==> src/rtl/keypad_scanner.sv <==
// 4x4 matrix keypad scanner: column drive, row synchronisation, per-sweep
// classification, multi-sweep debounce and one-shot key reporting.
// Optional macro KEYPAD_SHIFT_EN adds a 16-bit shift register of entered
// key codes on the digits port.
module keypad_scanner #(
    parameter int unsigned SCAN_DIV       = 50000,
    parameter int unsigned DEBOUNCE_SCANS = 4
) (
    input  logic        clk,
    input  logic        rst_n,
    output logic [3:0]  col,
    input  logic [3:0]  row,
    output logic [3:0]  key_code,
    output logic        key_valid,
    output logic        key_held
`ifdef KEYPAD_SHIFT_EN
   ,output logic [15:0] digits
`endif
);

    localparam int unsigned SLOT_W = (SCAN_DIV > 1) ? $clog2(SCAN_DIV) : 1;
    localparam int unsigned CNT_W  = $clog2(DEBOUNCE_SCANS + 1);

    typedef enum logic [1:0] {
        CLS_NONE  = 2'd0,
        CLS_ONE   = 2'd1,
        CLS_MULTI = 2'd2
    } sweep_cls_e;

    typedef struct packed {
        sweep_cls_e cls;
        logic [3:0] code;
    } sweep_res_t;

    typedef enum logic {
        ST_IDLE    = 1'b0,
        ST_PRESSED = 1'b1
    } state_e;

    logic [3:0]        row_s1, row_s2;
    logic [SLOT_W-1:0] slot_cnt;
    logic [1:0]        col_idx;
    logic              slot_last;
    logic              sweep_end;

    logic [3:0]        row_low;
    logic [2:0]        n_low;
    logic [1:0]        first_row;
    logic [3:0]        sample_code;
    logic [1:0]        acc_cnt, acc_cnt_nx;
    logic [3:0]        acc_code, acc_code_nx;
    logic [2:0]        acc_sum;
    sweep_res_t        sweep_res;

    sweep_res_t        cand;
    logic [CNT_W-1:0]  stable_cnt;
    logic              stable;
    logic              sweep_done;

    state_e            state_q, state_d;
    logic [3:0]        key_code_d;
    logic              key_held_d;
    logic              key_valid_d;

    // Map a (row, column) position to its printed hex legend.
    function automatic logic [3:0] key_map(input logic [1:0] r, input logic [1:0] c);
        logic [3:0] k;
        case ({r, c})
            4'h0: k = 4'h1;  4'h1: k = 4'h2;  4'h2: k = 4'h3;  4'h3: k = 4'hA;
            4'h4: k = 4'h4;  4'h5: k = 4'h5;  4'h6: k = 4'h6;  4'h7: k = 4'hB;
            4'h8: k = 4'h7;  4'h9: k = 4'h8;  4'hA: k = 4'h9;  4'hB: k = 4'hC;
            4'hC: k = 4'h0;  4'hD: k = 4'hF;  4'hE: k = 4'hE;  default: k = 4'hD;
        endcase
        return k;
    endfunction

    assign slot_last = (slot_cnt == SLOT_W'(SCAN_DIV - 1));
    assign sweep_end = slot_last && (col_idx == 2'd3);
    assign stable    = (stable_cnt == CNT_W'(DEBOUNCE_SCANS));

    // Two-flop synchroniser on the asynchronous row inputs.
    always_ff @(posedge clk or negedge rst_n) begin
        if (!rst_n) begin
            row_s1 <= 4'h0;
            row_s2 <= 4'h0;
        end else begin
            row_s1 <= row;
            row_s2 <= row_s1;
        end
    end

    // Slot timer and column rotation; the column moves on each slot wrap.
    always_ff @(posedge clk or negedge rst_n) begin
        if (!rst_n) begin
            slot_cnt <= '0;
            col_idx  <= 2'd0;
            col      <= 4'b1110;
        end else if (slot_last) begin
            slot_cnt <= '0;
            col_idx  <= col_idx + 2'd1;
            col      <= {col[2:0], col[3]};
        end else begin
            slot_cnt <= slot_cnt + SLOT_W'(1);
        end
    end

    // Fold the current slot's sample into the running sweep accumulator.
    always_comb begin
        row_low   = ~row_s2;
        n_low     = 3'(row_low[0]) + 3'(row_low[1]) + 3'(row_low[2]) + 3'(row_low[3]);
        first_row = 2'd0;
        for (int r = 3; r >= 0; r--) begin
            if (row_low[r]) first_row = 2'(r);
        end
        sample_code = key_map(first_row, col_idx);
        acc_sum     = 3'(acc_cnt) + n_low;
        acc_cnt_nx  = (acc_sum >= 3'd2) ? 2'd2 : acc_sum[1:0];
        acc_code_nx = (acc_cnt == 2'd0 && n_low == 3'd1) ? sample_code : acc_code;
        sweep_res.cls  = (acc_cnt_nx == 2'd0) ? CLS_NONE :
                         (acc_cnt_nx == 2'd1) ? CLS_ONE  : CLS_MULTI;
        sweep_res.code = (acc_cnt_nx == 2'd1) ? acc_code_nx : 4'h0;
    end

    // Sweep accumulator: low-bit count saturating at two, plus first code seen.
    always_ff @(posedge clk or negedge rst_n) begin
        if (!rst_n) begin
            acc_cnt  <= 2'd0;
            acc_code <= 4'h0;
        end else if (sweep_end) begin
            acc_cnt  <= 2'd0;
            acc_code <= 4'h0;
        end else if (slot_last) begin
            acc_cnt  <= acc_cnt_nx;
            acc_code <= acc_code_nx;
        end
    end

    // Stability tracker: count consecutive identical sweep results.
    always_ff @(posedge clk or negedge rst_n) begin
        if (!rst_n) begin
            cand       <= '{cls: CLS_NONE, code: 4'h0};
            stable_cnt <= '0;
            sweep_done <= 1'b0;
        end else begin
            sweep_done <= sweep_end;
            if (sweep_end) begin
                if (sweep_res == cand) begin
                    if (!stable) stable_cnt <= CNT_W'(stable_cnt + 1'b1);
                end else begin
                    cand       <= sweep_res;
                    stable_cnt <= CNT_W'(1);
                end
            end
        end
    end

    // Debounce FSM state and registered key outputs.
    always_ff @(posedge clk or negedge rst_n) begin
        if (!rst_n) begin
            state_q   <= ST_IDLE;
            key_code  <= 4'h0;
            key_held  <= 1'b0;
            key_valid <= 1'b0;
        end else begin
            state_q   <= state_d;
            key_code  <= key_code_d;
            key_held  <= key_held_d;
            key_valid <= key_valid_d;
        end
    end

    // Debounce FSM next state: one report per press, release needs stable NONE.
    always_comb begin
        state_d     = state_q;
        key_code_d  = key_code;
        key_held_d  = key_held;
        key_valid_d = 1'b0;
        if (sweep_done && stable) begin
            case (state_q)
                ST_IDLE: begin
                    if (cand.cls == CLS_ONE) begin
                        state_d     = ST_PRESSED;
                        key_code_d  = cand.code;
                        key_held_d  = 1'b1;
                        key_valid_d = 1'b1;
                    end
                end
                ST_PRESSED: begin
                    if (cand.cls == CLS_NONE) begin
                        state_d    = ST_IDLE;
                        key_held_d = 1'b0;
                    end
                end
                default: state_d = ST_IDLE;
            endcase
        end
    end

`ifdef KEYPAD_SHIFT_EN
    // Shift each accepted key into the rightmost display nibble.
    always_ff @(posedge clk or negedge rst_n) begin
        if (!rst_n) begin
            digits <= 16'h0000;
        end else if (key_valid_d) begin
            digits <= {digits[11:0], key_code_d};
        end
    end
`endif

endmodule

==> config.mk <==
export PLATFORM = sky130hd
export DESIGN_NAME = keypad_scanner
export DESIGN_NICKNAME = d
export VERILOG_FILES = /design/src/rtl/keypad_scanner.sv
export SDC_FILE = /design/constraint.sdc
export NUM_CORES = 1
export LEC_CHECK = 0
export ABC_AREA = 1
export BUFFER_PORTS_ARGS = -buffer_cell sky130_fd_sc_hd__buf_2
export CORE_MARGIN = 1.5
export CORE_UTILIZATION = 64
export CTS_BUF_LIST = sky130_fd_sc_hd__clkbuf_16
export DETAILED_ROUTE_END_ITERATION = 7
export GPL_ROUTABILITY_DRIVEN = 0
export HOLD_SLACK_MARGIN = 0.03
export PLACE_DENSITY = 0.92
export SYNTH_ARGS = -nofsm -noshare
export SYNTH_HDL_FRONTEND = slang
export SYNTH_SLANG_ARGS = --single-unit
==> constraint.sdc <==
create_clock -name clk -period 7.8 [get_ports clk]
set_input_delay 0.39 -clock clk [delete_from_list [all_inputs] [get_ports clk]]
set_output_delay 0.39 -clock clk [all_outputs]
set_load 0.1 [all_outputs]
==> flow_metrics.tcl <==
set metrics [dict create \
    swShare_pct 22.6 \
    vdd_drop_max_mv 0.155 \
    die_x_um 67.1 \
    outcome "finished clean" \
    post_cts_buffers 0 \
    numCtsBuffers 5 \
    cp-end-kind "register" \
    synth.distinct_cells 29 \
    p_leak_nw 1.54 \
    r2r_cells 16 \
    area_growth_syn_to_layout_pct 12.1 \
    htreeDepth 2 \
    hold_buffers 0 \
    clock_sinks 53 \
    synth-edff-count 0 \
    hold_class "in2async" \
    hold_viol 0 \
    design.die.area_um2 4500 \
    cts_buffer_depth 2 \
    fp.coreArea_um2 3970 \
    critPathMaxFanout 12 \
    dpl-instance-area_um2 2750 \
    track_usage_pct 26.6 \
    first_iter_violations 184 \
    place_ws_ps 4420 \
    clock-root-buffer "clkbuf_16" \
    grt_pass1_wl_mm 8.98 \
    fin_setup_tns_ps 0 \
    synth_cells 322 \
    clkPwrFrac_pct 46.7 \
    postRouteAntennaNets 0 \
    finalNetCount 359 \
    seqCellArea_um2 1330 \
    num_vias 2164 \
    slew_viol_final 0 \
    io_buffers 15 \
    rows 23 \
    critPathKind "reg2reg" \
    pwr-share-comb_pct 8.1 \
    setup_ws_ps 4170 \
    synth.avg_cell_area_um2 8.16 \
    postSynth.asyncResetShare_pct 100 \
    p_total_uw 616 \
    wirelength_mm 5.26 \
    drt_pre_antenna_iters 5 \
    syn_nets 339 \
    final_cell_area_um2 2950 \
    routedWlPerCell_um 13.4 \
    worstPathRequired_ps 8000 \
    setup_viol 0 \
    die_h_um 67.1 \
    clk_pin_slew_ps 70 \
    io-pin-count 16 \
    yosysWarnings 0 \
    dp_hpwl_mm 3.48 \
    clock.fmax_mhz 275 \
    fill_cells 266 \
    multi_input_area_um2 1080 \
    clock_skew_ps 6.91 \
    cts_tree "yes" \
    drc 0 \
    tightest_slew_ps 637 \
    power_switching_uw 139 \
    antenna_found_initial 0 \
    vias_per_cell 5.51 \
    ctsResizeCount 0 \
    ys.flop_type "dfrtp_1" \
    grt_pass1_vias 2151 \
    rsz0062_at_grt "false" \
    fin_crit_sh_pct 46.5 \
    critPathArrivalTime_ps 3830 \
    initial_core_util_pct 66.2 \
    period_needed_ps 3630 \
    max-slew-margin-rel_pct 57.6 \
    max_cap_viol_count 0 \
    power_density_nw_per_um2 209 \
    grt_overflow 0 \
    synth_area_um2 2630 \
    synth_seq_cells 53 \
    insertion_delay_ps 290 \
    startpoint_type "register" \
    diodes 0 \
    seq_power_share_pct 45.2 \
    grt_max_degree 54 \
    yosysSeqAreaShare_pct 50.6 \
    layout-drive-gt1-share_pct 10.8 \
    internal-power_uw 477 \
]
-- metal layers --
metal | GRT usage, % | part of all wire (%) | wire length [um]
met1 | 29.4 | 42 | 2220
met2 | 47.4 | 51 | 2670
met3 | 6.59 | 4.0 | 210
met4 | 12.5 | 3.1 | 165
met5 | 0 | 0 | 0
-- layout make-up --
| type | count | area share, % |
|---|---|---|
| repair buffers | 16 | 2.80 |
| clock inverters | 3 | 2.33 |
| well taps | 50 | 2.12 |
| multi-input cells | 214 | 36.8 |
| flip-flops and latches | 53 | 45.1 |
| clock buffers | 5 | 4.24 |
| inverters | 52 | 6.62 |
-- state kept, by name (all words and copies together), names as in the netlist, named ones only --
signal and count:
key_code 4, acc_code 4, cand 6, slot_cnt 16, col_idx 2, col 4
key_valid 1, sweep_done 1, stable_cnt 3, row_s2 4, row_s1 4, key_held 1
acc_cnt 2
-- layout by cell type, fill, tap and decap left out, types with 3 or more instances in the layout --
master and n:
a21oi_1 8, o21ai_0 17, inv_1 50, clkbuf_16 5
nor3_1 4, dfstp_2 3, nor2_1 23, nand2_2 3
nand4_1 8, nand2_1 96, nor4_1 3, ha_1 9
buf_2 15, xor2_1 5, nand3_1 24, dfrtp_1 50
-- worst paths after layout --
check | slack (ps) | startpoint | to
hold reg to reg | 360 | row_s1[0] | row_s2[0]
setup / recovery | 4170 | row_s2[0] | cand[3]
setup reg to reg | 4170 | row_s2[0] | cand[3]
max in group asynchronous | 7170 | rst_n | col_idx[1]
hold / removal | 200 | rst_n | row_s1[2]
min in group clk | 200 | row[1] | row_s1[1]
-- cell families (layout without fill, tap and decap cells) --
kind of cell / count (synthesis) / in the layout / share of synthesized area (%)
and+or+nand+nor: 167 / 167 / 27.6
buffers and inverters: 55 / 76 / 8.19
DFF: 53 / 53 / 50.6
AOI/OAI and AO/OA: 31 / 31 / 6.19
adders and majority gates: 11 / 11 / 5.81
xor gates and xnor gates: 5 / 5 / 1.67
-- metrics by stage --
step,hold slack [ps],util [%],std cells
after floorplan,94.4,-,322
after global placement,335,69.3,385
after detailed placement,341,69.3,385
after CTS,198,74.2,393
after global routing,194,74.2,393
final,198,74.2,393
-- cells in the mapped netlist, types with 2 or more instances --
library cell / n / area (um2)
a21oi_1: 8 / 40.0
a31oi_1: 2 / 12.5
dfrtp_1: 50 / 1250
dfstp_2: 3 / 78.8
fa_1: 2 / 40.0
ha_1: 9 / 113
inv_1: 50 / 188
inv_2: 2 / 7.51
nand2_1: 96 / 360
nand2_2: 3 / 18.8
nand3_1: 24 / 120
nand4_1: 8 / 50.1
nor2_1: 23 / 86.3
nor3_1: 4 / 20.0
nor4_1: 3 / 18.8
o21ai_0: 17 / 85.1
o21ai_1: 2 / 10.0
xor2_1: 5 / 43.8
-- power by group through the flow --
stage / Sequential (mW) / Clock (mW) / Combinational (mW)
floorplan: 0.283 / 0 / 0.0337
global placement: 0.283 / 0 / 0.0459
detailed placement: 0.283 / 0 / 0.0475
CTS: 0.278 / 0.290 / 0.0494
global route: 0.278 / 0.302 / 0.0569
finish: 0.278 / 0.288 / 0.0499
-- critical path, cell delays in order (launching register included) --
cell and delay, ps:
dfrtp_1 430, inv_1 110, fa_1 480, ha_1 340, ha_1 210, fa_1 440, inv_1 90, nand3_1 170
nor2_4 230, nand3_1 140, nand2_1 80, nand3_1 120, nor2_2 190, nand2_1 80, nand2_2 190, nand2_1 90
o21ai_1 130
Note: power is estimated with default switching activity, not from simulation.
